**config.mk**
```make
export PLATFORM = sky130hd
export DESIGN_NAME = pulse_timer_flat
export DESIGN_NICKNAME = d
export VERILOG_FILES = /design/src/rtl/pulse_timer_if.sv /design/src/rtl/pulse_timer.sv /design/src/flat_wrapper.sv
export SDC_FILE = /design/constraint.sdc
export NUM_CORES = 1
export LEC_CHECK = 0
export ABC_CLOCK_PERIOD_IN_PS = 4700
export BUFFER_PORTS_ARGS = -buffer_cell sky130_fd_sc_hd__clkbuf_2
export CORE_ASPECT_RATIO = 2
export CORE_MARGIN = 4
export CORE_UTILIZATION = 49
export DETAILED_ROUTE_END_ITERATION = 16
export PLACE_DENSITY = 0.68
export SYNTH_ARGS = -nofsm -noshare
export SYNTH_HDL_FRONTEND = slang
export SYNTH_SLANG_ARGS = --single-unit
```
**constraint.sdc**
```tcl
create_clock -name clk -period 4.7 [get_ports clk]
set_input_delay 0.705 -clock clk [delete_from_list [all_inputs] [get_ports clk]]
set_output_delay 0.705 -clock clk [all_outputs]
set_load 0.03 [all_outputs]
```
**src/rtl/pulse_timer_if.sv**
```systemverilog
// Control/status bundle for pulse_timer: master drives controls, slave is the timer.
// With PULSE_TIMER_MATCH_EN defined, match_val and alarm are added.
interface pulse_timer_if #(
  parameter int CNT_W  = 32,
  parameter int TICK_W = 16
);
  logic              start;
  logic              stop;
  logic              clear;
  logic              oneshot;
  logic              period_ld;
  logic [CNT_W-1:0]  period_in;
  logic              tick;
  logic              running;
  logic              done;
  logic [CNT_W-1:0]  cycle_count;
  logic [TICK_W-1:0] tick_count;
  logic              tick_ovf;
`ifdef PULSE_TIMER_MATCH_EN
  logic [TICK_W-1:0] match_val;
  logic              alarm;

  modport master (
    output start, stop, clear, oneshot, period_ld, period_in, match_val,
    input  tick, running, done, cycle_count, tick_count, tick_ovf, alarm
  );
  modport slave (
    input  start, stop, clear, oneshot, period_ld, period_in, match_val,
    output tick, running, done, cycle_count, tick_count, tick_ovf, alarm
  );
`else
  modport master (
    output start, stop, clear, oneshot, period_ld, period_in,
    input  tick, running, done, cycle_count, tick_count, tick_ovf
  );
  modport slave (
    input  start, stop, clear, oneshot, period_ld, period_in,
    output tick, running, done, cycle_count, tick_count, tick_ovf
  );
`endif
endinterface

```
**src/rtl/pulse_timer.sv**
```systemverilog
// Periodic / one-shot interval timer emitting a registered one-cycle tick per period.
// Optional tick-count match alarm enabled by defining PULSE_TIMER_MATCH_EN.
module pulse_timer #(
  parameter int          CNT_W          = 32,
  parameter int          TICK_W         = 16,
  parameter int unsigned DEFAULT_PERIOD = 50000000
) (
  input  logic        clk,
  input  logic        reset_n,
  pulse_timer_if.slave bus
);

  localparam logic [1:0] ST_IDLE  = 2'b00;
  localparam logic [1:0] ST_RUN   = 2'b01;
  localparam logic [1:0] ST_PAUSE = 2'b10;

  localparam logic [CNT_W-1:0]  CNT_ZERO  = {CNT_W{1'b0}};
  localparam logic [CNT_W-1:0]  CNT_ONE   = {{(CNT_W-1){1'b0}}, 1'b1};
  localparam logic [TICK_W-1:0] TICK_ZERO = {TICK_W{1'b0}};
  localparam logic [TICK_W-1:0] TICK_ONE  = {{(TICK_W-1){1'b0}}, 1'b1};
  localparam logic [TICK_W-1:0] TICK_MAX  = {TICK_W{1'b1}};
  localparam logic [CNT_W-1:0]  RST_PERIOD =
    (DEFAULT_PERIOD == 32'd0) ? CNT_ONE : CNT_W'(DEFAULT_PERIOD);

  // A zero period would never reach terminal count, so it is treated as one cycle.
  function automatic logic [CNT_W-1:0] norm_period(input logic [CNT_W-1:0] p);
    if (p == CNT_ZERO) begin
      return CNT_ONE;
    end else begin
      return p;
    end
  endfunction

  logic [1:0]        state_r,   state_s;
  logic              mode_r,    mode_s;
  logic [CNT_W-1:0]  active_r,  active_s;
  logic [CNT_W-1:0]  pending_r, pending_s;
  logic [CNT_W-1:0]  cycle_r,   cycle_s;
  logic [TICK_W-1:0] tcnt_r,    tcnt_s;
  logic              done_r,    done_s;
  logic              ovf_r,     ovf_s;
  logic              tick_r,    tick_s;
  logic              running_r, running_s;
  logic              term_s;
  logic [TICK_W-1:0] tick_inc_s;
`ifdef PULSE_TIMER_MATCH_EN
  logic              alarm_r,   alarm_s;
`endif

  // Next-state and counter update; clear overrides counters, stop overrides start.
  always_comb begin
    state_s    = state_r;
    mode_s     = mode_r;
    active_s   = active_r;
    cycle_s    = cycle_r;
    tcnt_s     = tcnt_r;
    done_s     = done_r;
    ovf_s      = ovf_r;
    tick_s     = 1'b0;
    tick_inc_s = tcnt_r + TICK_ONE;
    term_s     = (cycle_r == (active_r - CNT_ONE));
`ifdef PULSE_TIMER_MATCH_EN
    alarm_s    = 1'b0;
`endif
    if (bus.period_ld) begin
      pending_s = norm_period(bus.period_in);
    end else begin
      pending_s = pending_r;
    end

    case (state_r)
      ST_IDLE: begin
        if (bus.start && !bus.stop) begin
          state_s  = ST_RUN;
          mode_s   = bus.oneshot;
          active_s = pending_r;
          cycle_s  = CNT_ZERO;
          done_s   = 1'b0;
        end else begin
          state_s  = ST_IDLE;
        end
      end
      ST_RUN: begin
        if (bus.stop) begin
          state_s = ST_PAUSE;
        end else if (bus.clear) begin
          state_s = ST_RUN;
        end else if (term_s) begin
          cycle_s  = CNT_ZERO;
          tick_s   = 1'b1;
          tcnt_s   = tick_inc_s;
          active_s = pending_r;
          if (tcnt_r == TICK_MAX) begin
            ovf_s = 1'b1;
          end else begin
            ovf_s = ovf_r;
          end
`ifdef PULSE_TIMER_MATCH_EN
          alarm_s = (bus.match_val != TICK_ZERO) && (tick_inc_s == bus.match_val);
`endif
          if (mode_r) begin
            state_s = ST_IDLE;
            done_s  = 1'b1;
          end else begin
            state_s = ST_RUN;
          end
        end else begin
          cycle_s = cycle_r + CNT_ONE;
        end
      end
      ST_PAUSE: begin
        if (bus.start && !bus.stop) begin
          state_s = ST_RUN;
          mode_s  = bus.oneshot;
        end else begin
          state_s = ST_PAUSE;
        end
      end
      default: begin
        state_s = ST_IDLE;
      end
    endcase

    if (bus.clear) begin
      cycle_s = CNT_ZERO;
      tcnt_s  = TICK_ZERO;
      done_s  = 1'b0;
      ovf_s   = 1'b0;
      tick_s  = 1'b0;
    end else begin
      tick_s  = tick_s;
    end

    running_s = (state_s == ST_RUN);
  end

  // State and output registers.
  always_ff @(posedge clk or negedge reset_n) begin
    if (!reset_n) begin
      state_r   <= ST_IDLE;
      mode_r    <= 1'b0;
      active_r  <= RST_PERIOD;
      pending_r <= RST_PERIOD;
      cycle_r   <= CNT_ZERO;
      tcnt_r    <= TICK_ZERO;
      done_r    <= 1'b0;
      ovf_r     <= 1'b0;
      tick_r    <= 1'b0;
      running_r <= 1'b0;
    end else begin
      state_r   <= state_s;
      mode_r    <= mode_s;
      active_r  <= active_s;
      pending_r <= pending_s;
      cycle_r   <= cycle_s;
      tcnt_r    <= tcnt_s;
      done_r    <= done_s;
      ovf_r     <= ovf_s;
      tick_r    <= tick_s;
      running_r <= running_s;
    end
  end

`ifdef PULSE_TIMER_MATCH_EN
  // Alarm register, pulses alongside tick.
  always_ff @(posedge clk or negedge reset_n) begin
    if (!reset_n) begin
      alarm_r <= 1'b0;
    end else begin
      alarm_r <= alarm_s;
    end
  end

  assign bus.alarm = alarm_r;
`endif

  assign bus.tick        = tick_r;
  assign bus.running     = running_r;
  assign bus.done        = done_r;
  assign bus.cycle_count = cycle_r;
  assign bus.tick_count  = tcnt_r;
  assign bus.tick_ovf    = ovf_r;

endmodule

```
**src/flat_wrapper.sv**
```systemverilog
// flat-port wrapper written by rule: the top's interface ports become plain ports
module pulse_timer_flat 
#(
  parameter int          CNT_W          = 32,
  parameter int          TICK_W         = 16,
  parameter int unsigned DEFAULT_PERIOD = 50000000
)
  (clk, reset_n, bus_start, bus_stop, bus_clear, bus_oneshot, bus_period_ld, bus_period_in, bus_tick, bus_running, bus_done, bus_cycle_count, bus_tick_count, bus_tick_ovf);
  pulse_timer_if #(.CNT_W(CNT_W), .TICK_W(TICK_W)) bus_i ();
  input  logic clk;
  input  logic reset_n;
  input wire logic [$bits(bus_i.start)-1:0] bus_start;
  input wire logic [$bits(bus_i.stop)-1:0] bus_stop;
  input wire logic [$bits(bus_i.clear)-1:0] bus_clear;
  input wire logic [$bits(bus_i.oneshot)-1:0] bus_oneshot;
  input wire logic [$bits(bus_i.period_ld)-1:0] bus_period_ld;
  input wire logic [$bits(bus_i.period_in)-1:0] bus_period_in;
  output wire logic [$bits(bus_i.tick)-1:0] bus_tick;
  output wire logic [$bits(bus_i.running)-1:0] bus_running;
  output wire logic [$bits(bus_i.done)-1:0] bus_done;
  output wire logic [$bits(bus_i.cycle_count)-1:0] bus_cycle_count;
  output wire logic [$bits(bus_i.tick_count)-1:0] bus_tick_count;
  output wire logic [$bits(bus_i.tick_ovf)-1:0] bus_tick_ovf;
  assign bus_i.start = bus_start;
  assign bus_i.stop = bus_stop;
  assign bus_i.clear = bus_clear;
  assign bus_i.oneshot = bus_oneshot;
  assign bus_i.period_ld = bus_period_ld;
  assign bus_i.period_in = bus_period_in;
  assign bus_tick = bus_i.tick;
  assign bus_running = bus_i.running;
  assign bus_done = bus_i.done;
  assign bus_cycle_count = bus_i.cycle_count;
  assign bus_tick_count = bus_i.tick_count;
  assign bus_tick_ovf = bus_i.tick_ovf;
  pulse_timer #(.CNT_W(CNT_W), .TICK_W(TICK_W), .DEFAULT_PERIOD(DEFAULT_PERIOD)) u_core (.clk(clk), .reset_n(reset_n), .bus(bus_i));
endmodule
```
==> reports/qor.yml <==
logic_synthesis:
  yosys.area.top_type_share: 0.358
  synth_edf_count: 0
  yosysMostFrequentCell: "dfrtp_1"
  ys_ff_latch: 119
  syn_avg_cell_area_um2: 10.4
  yosys-top-cells-count: "dfrtp_1, mux2_2, nor3_1, nor2_1, xor2_1"
  yosysWarnings: 0
  synth_cells: 638
  ys_async_sr_fraction: 1.00
  ys_types: 61
  synth_top_cell_by_area: "dfrtp_1"
  netlist_area_um2: 6630
  ys_seq_area_frac: 0.454
  synth_area_leaders: "dfrtp_1, mux2_2, dfstp_2"
  synth_fp_nets: 680
  synthFlopType: "dfrtp_1"
cts:
  cts_tree: "done"
  cts_max_level: 4
  clkLatencyLatePin_ps: 410
  path_clk_slew_ps: 60
  cts.sinks: 119
  ctsResizeCount: 0
  cts-root-buf: "clkbuf_16"
  post_cts.repair.setup_buffers: 0
  clockBufferDepth: 2
  cts_buffers: 17
  cts_hold_buf: 0
die:
  fp.dieW_um: 90.3
  rows: 59
  dieArea_um2: 15600
  io_pins: 91
  initial_utilization: 0.505
  core_area_um2: 13100
  die_h_um: 173
sta:
  max_clock_freq_mhz: 233
  rsz0062_at_grt: "no"
  setup_tns_ps: 0
  fin_worst_skew_ps: 12.6
  worstMarginPinSlew_ps: 887
  timing.final.max_slew_violations: 0
  fin_crit_sh: 0.912
  slew_headroom: 0.409
  post-route-min-period_ps: 4290
  finalHoldViolations: 0
  finalSetupViolations: 0
pwr:
  share_comb_of_total_power: 0.240
  p_int_mw: 2.48
  ir_worst_vdd_mv: 0.288
  power_per_cell_area_nw_per_um2: 475
  power_leakage_nw: 3.29
  clock_power_share: 0.351
  p_seq_frac: 0.409
  totalPowerFinal_mw: 3.70
  p_sw_mw: 1.22
  swShare: 0.329
worst_setup_path:
  ff2ff_path_depth: 10
  crit_arrival_ps: 4580
  crit_chain: "inv_1, ha_1, nor4b_1, nand3_1, or3b_2, a2111oi_0, o2111ai_1, or4_4, nor4_1, mux2_2"
  crit_required_ps: 4990
  critical-path-top-delay-family: "simple AND/OR/NAND/NOR gates"
  critPathSlowestCell: "or4_4"
  timing.rr.end: "u_core.bus.tick_count[13]$_DFFE_PN0P_"
  crit_buf_inv: 1
  crit_fanout: 29
  r2r_setup_slack_ps: 410
  slowest_delay_ps: 700
  endpoint_kind: "flop"
  crit_type: "flop to flop"
  rr_startpoint: "u_core.active_r[0]$_DFFE_PN0P_"
  critPathLaunchType: "flop"
place:
  portBuffers: 90
  gp_congestion: 0.893
  dpl.hpwl_um: 12700
layout:
  final_layout_size_suffix_gt1_frac: 0.333
  final_nets: 762
  syn2layout_area_growth_pct: 17.5
  n_fill_cell: 1178
  antenna_cells: 0
  seq_area_um2: 3010
  multiInputGateArea_um2: 3420
grt:
  grt_max_degree: 56
  grt_pass1_wl_um: 27300
  grt_antenna_before_repair: 0
  grt-ovfl-total: 0
  grtUsageTotal: 0.217
  grt_pass1_vias: 5339
detailed_routing:
  routed_via_density: 6.05
  ant_nets: 0
  dr.pass1.iters: 6
  routedWlPerCell_um: 18.8
  wl_um: 16700
  dr_total_vias: 5357
  drt_iter0_drc: 218
  drcViolationCount: 0
min_path:
  holdCritPathClass: "input pin to async pin"
run_status:
  outcome: "completed"
run:
  cap_viol_max_count: 0
==> cells by family (layout without fill, tap and decap cells) <==
logic type | count (synthesis) | count (layout) | share of synthesized area
adder cells (fa/ha/maj) | 3 | 3 | 0.00566
flip-flops | 119 | 119 | 0.454
buffers and inverters | 47 | 142 | 0.0309
AO/OA/AOI/OAI | 78 | 78 | 0.0915
XOR/XNOR | 67 | 67 | 0.0885
multiplexers | 71 | 71 | 0.120
AND/OR/NAND/NOR | 253 | 253 | 0.209
==> power by group through the flow <==
stage          sequential (mW)  clock, mW  combinational (mW)
4_1_cts                   1.51       1.32               0.893
3_3_place_gp              1.51          0               0.861
5_1_grt                   1.55       1.37               0.981
3_5_place_dp              1.53          0               0.886
6_report                  1.51       1.30               0.888
2_1_floorplan             1.40          0               0.742
==> worst max-delay path by stage <==
stage | slack (ps) | startpoint | cells after the start | to
2_1_floorplan | 890 | u_core.active_r[0]$_DFFE_PN0P_ | 11 | u_core.bus.tick_count[11]$_DFFE_PN0P_
3_3_place_gp | 540 | u_core.active_r[0]$_DFFE_PN0P_ | 10 | u_core.bus.tick_count[5]$_DFFE_PN0P_
3_5_place_dp | 470 | u_core.active_r[0]$_DFFE_PN0P_ | 10 | u_core.bus.tick_count[11]$_DFFE_PN0P_
4_1_cts | 430 | u_core.active_r[0]$_DFFE_PN0P_ | 10 | u_core.bus.tick_count[13]$_DFFE_PN0P_
5_1_grt | 100 | u_core.active_r[0]$_DFFE_PN0P_ | 10 | u_core.bus.tick_count[13]$_DFFE_PN0P_
6_report | 410 | u_core.active_r[0]$_DFFE_PN0P_ | 10 | u_core.bus.tick_count[13]$_DFFE_PN0P_
==> area by class of cell <==
class	count	area share
Tap cell	152	0.0244
Multi-Input combinational cell	472	0.439
Clock buffer	19	0.0582
Sequential cell	119	0.386
Timing Repair Buffer	101	0.0688
Inverter	9	0.00434
Clock inverter	13	0.0188
==> state kept, by name, indices dropped and copies added, names as in the netlist <==
signal,flops
u_core.active_r,32
u_core.bus.cycle_count,32
u_core.bus.done,1
u_core.bus.running,1
u_core.bus.tick,1
u_core.bus.tick_count,16
u_core.bus.tick_ovf,1
u_core.mode_r,1
u_core.pending_r,32
u_core.state_r,2
==> worst register-to-register path: stages (launching register included) <==
cell and delay, ps:
dfrtp_1 420, inv_1 80, ha_1 260, nor4b_1 600, nand3_1 170, or3b_2 500
a2111oi_0 460, o2111ai_1 220, or4_4 700, nor4_1 380, mux2_2 370
==> layout by cell type (no fill, tap or decap), types with 3 or more instances in the layout <==
cell type  count
dfrtp_1       95
o211ai_1       5
clkinv_4       5
dfstp_2       24
inv_1          9
ha_1           3
a21oi_1        9
nor3_1        42
or2_2          8
or4_1          5
xnor2_1       29
or4b_2         3
nand2b_1       5
nor3b_1        3
o31ai_1        7
and4_1         3
mux2_2        69
a211oi_1       3
nand3_1       21
a22o_1         3
or3_1          6
or2_1          3
clkbuf_2      89
xor2_1        38
o311ai_0       7
nand2_1       31
nor2_1        40
nor4b_1        4
clkbuf_16     17
nor4_1        27
nor2b_1       11
nand4_1       14
buf_4         12
o41ai_1        6
and3_1        17
o2111ai_1      6
o21ai_0        9
==> layer usage <==
layer	wire (µm)	vias up	track usage	part of all wire
met2	9220	152	0.402	0.55
met1	6360	2650	0.239	0.38
li1	-	2525	-	-
met5	0	-	0	0
met4	491	0	0.0997	0.029
met3	594	30	0.0367	0.036
==> metrics by stage <==
stage,cells,utilization,worst slack [ps],hold slack [ps],area (µm²)
after floorplan,638,-,888,409,6630
after global placement,853,0.547,543,489,7190
after detailed placement,853,0.547,468,498,7190
after CTS,885,0.593,428,170,7790
after global routing,885,0.593,104,181,7790
final,885,0.593,415,167,7790
(Power assumes the default switching activity.)
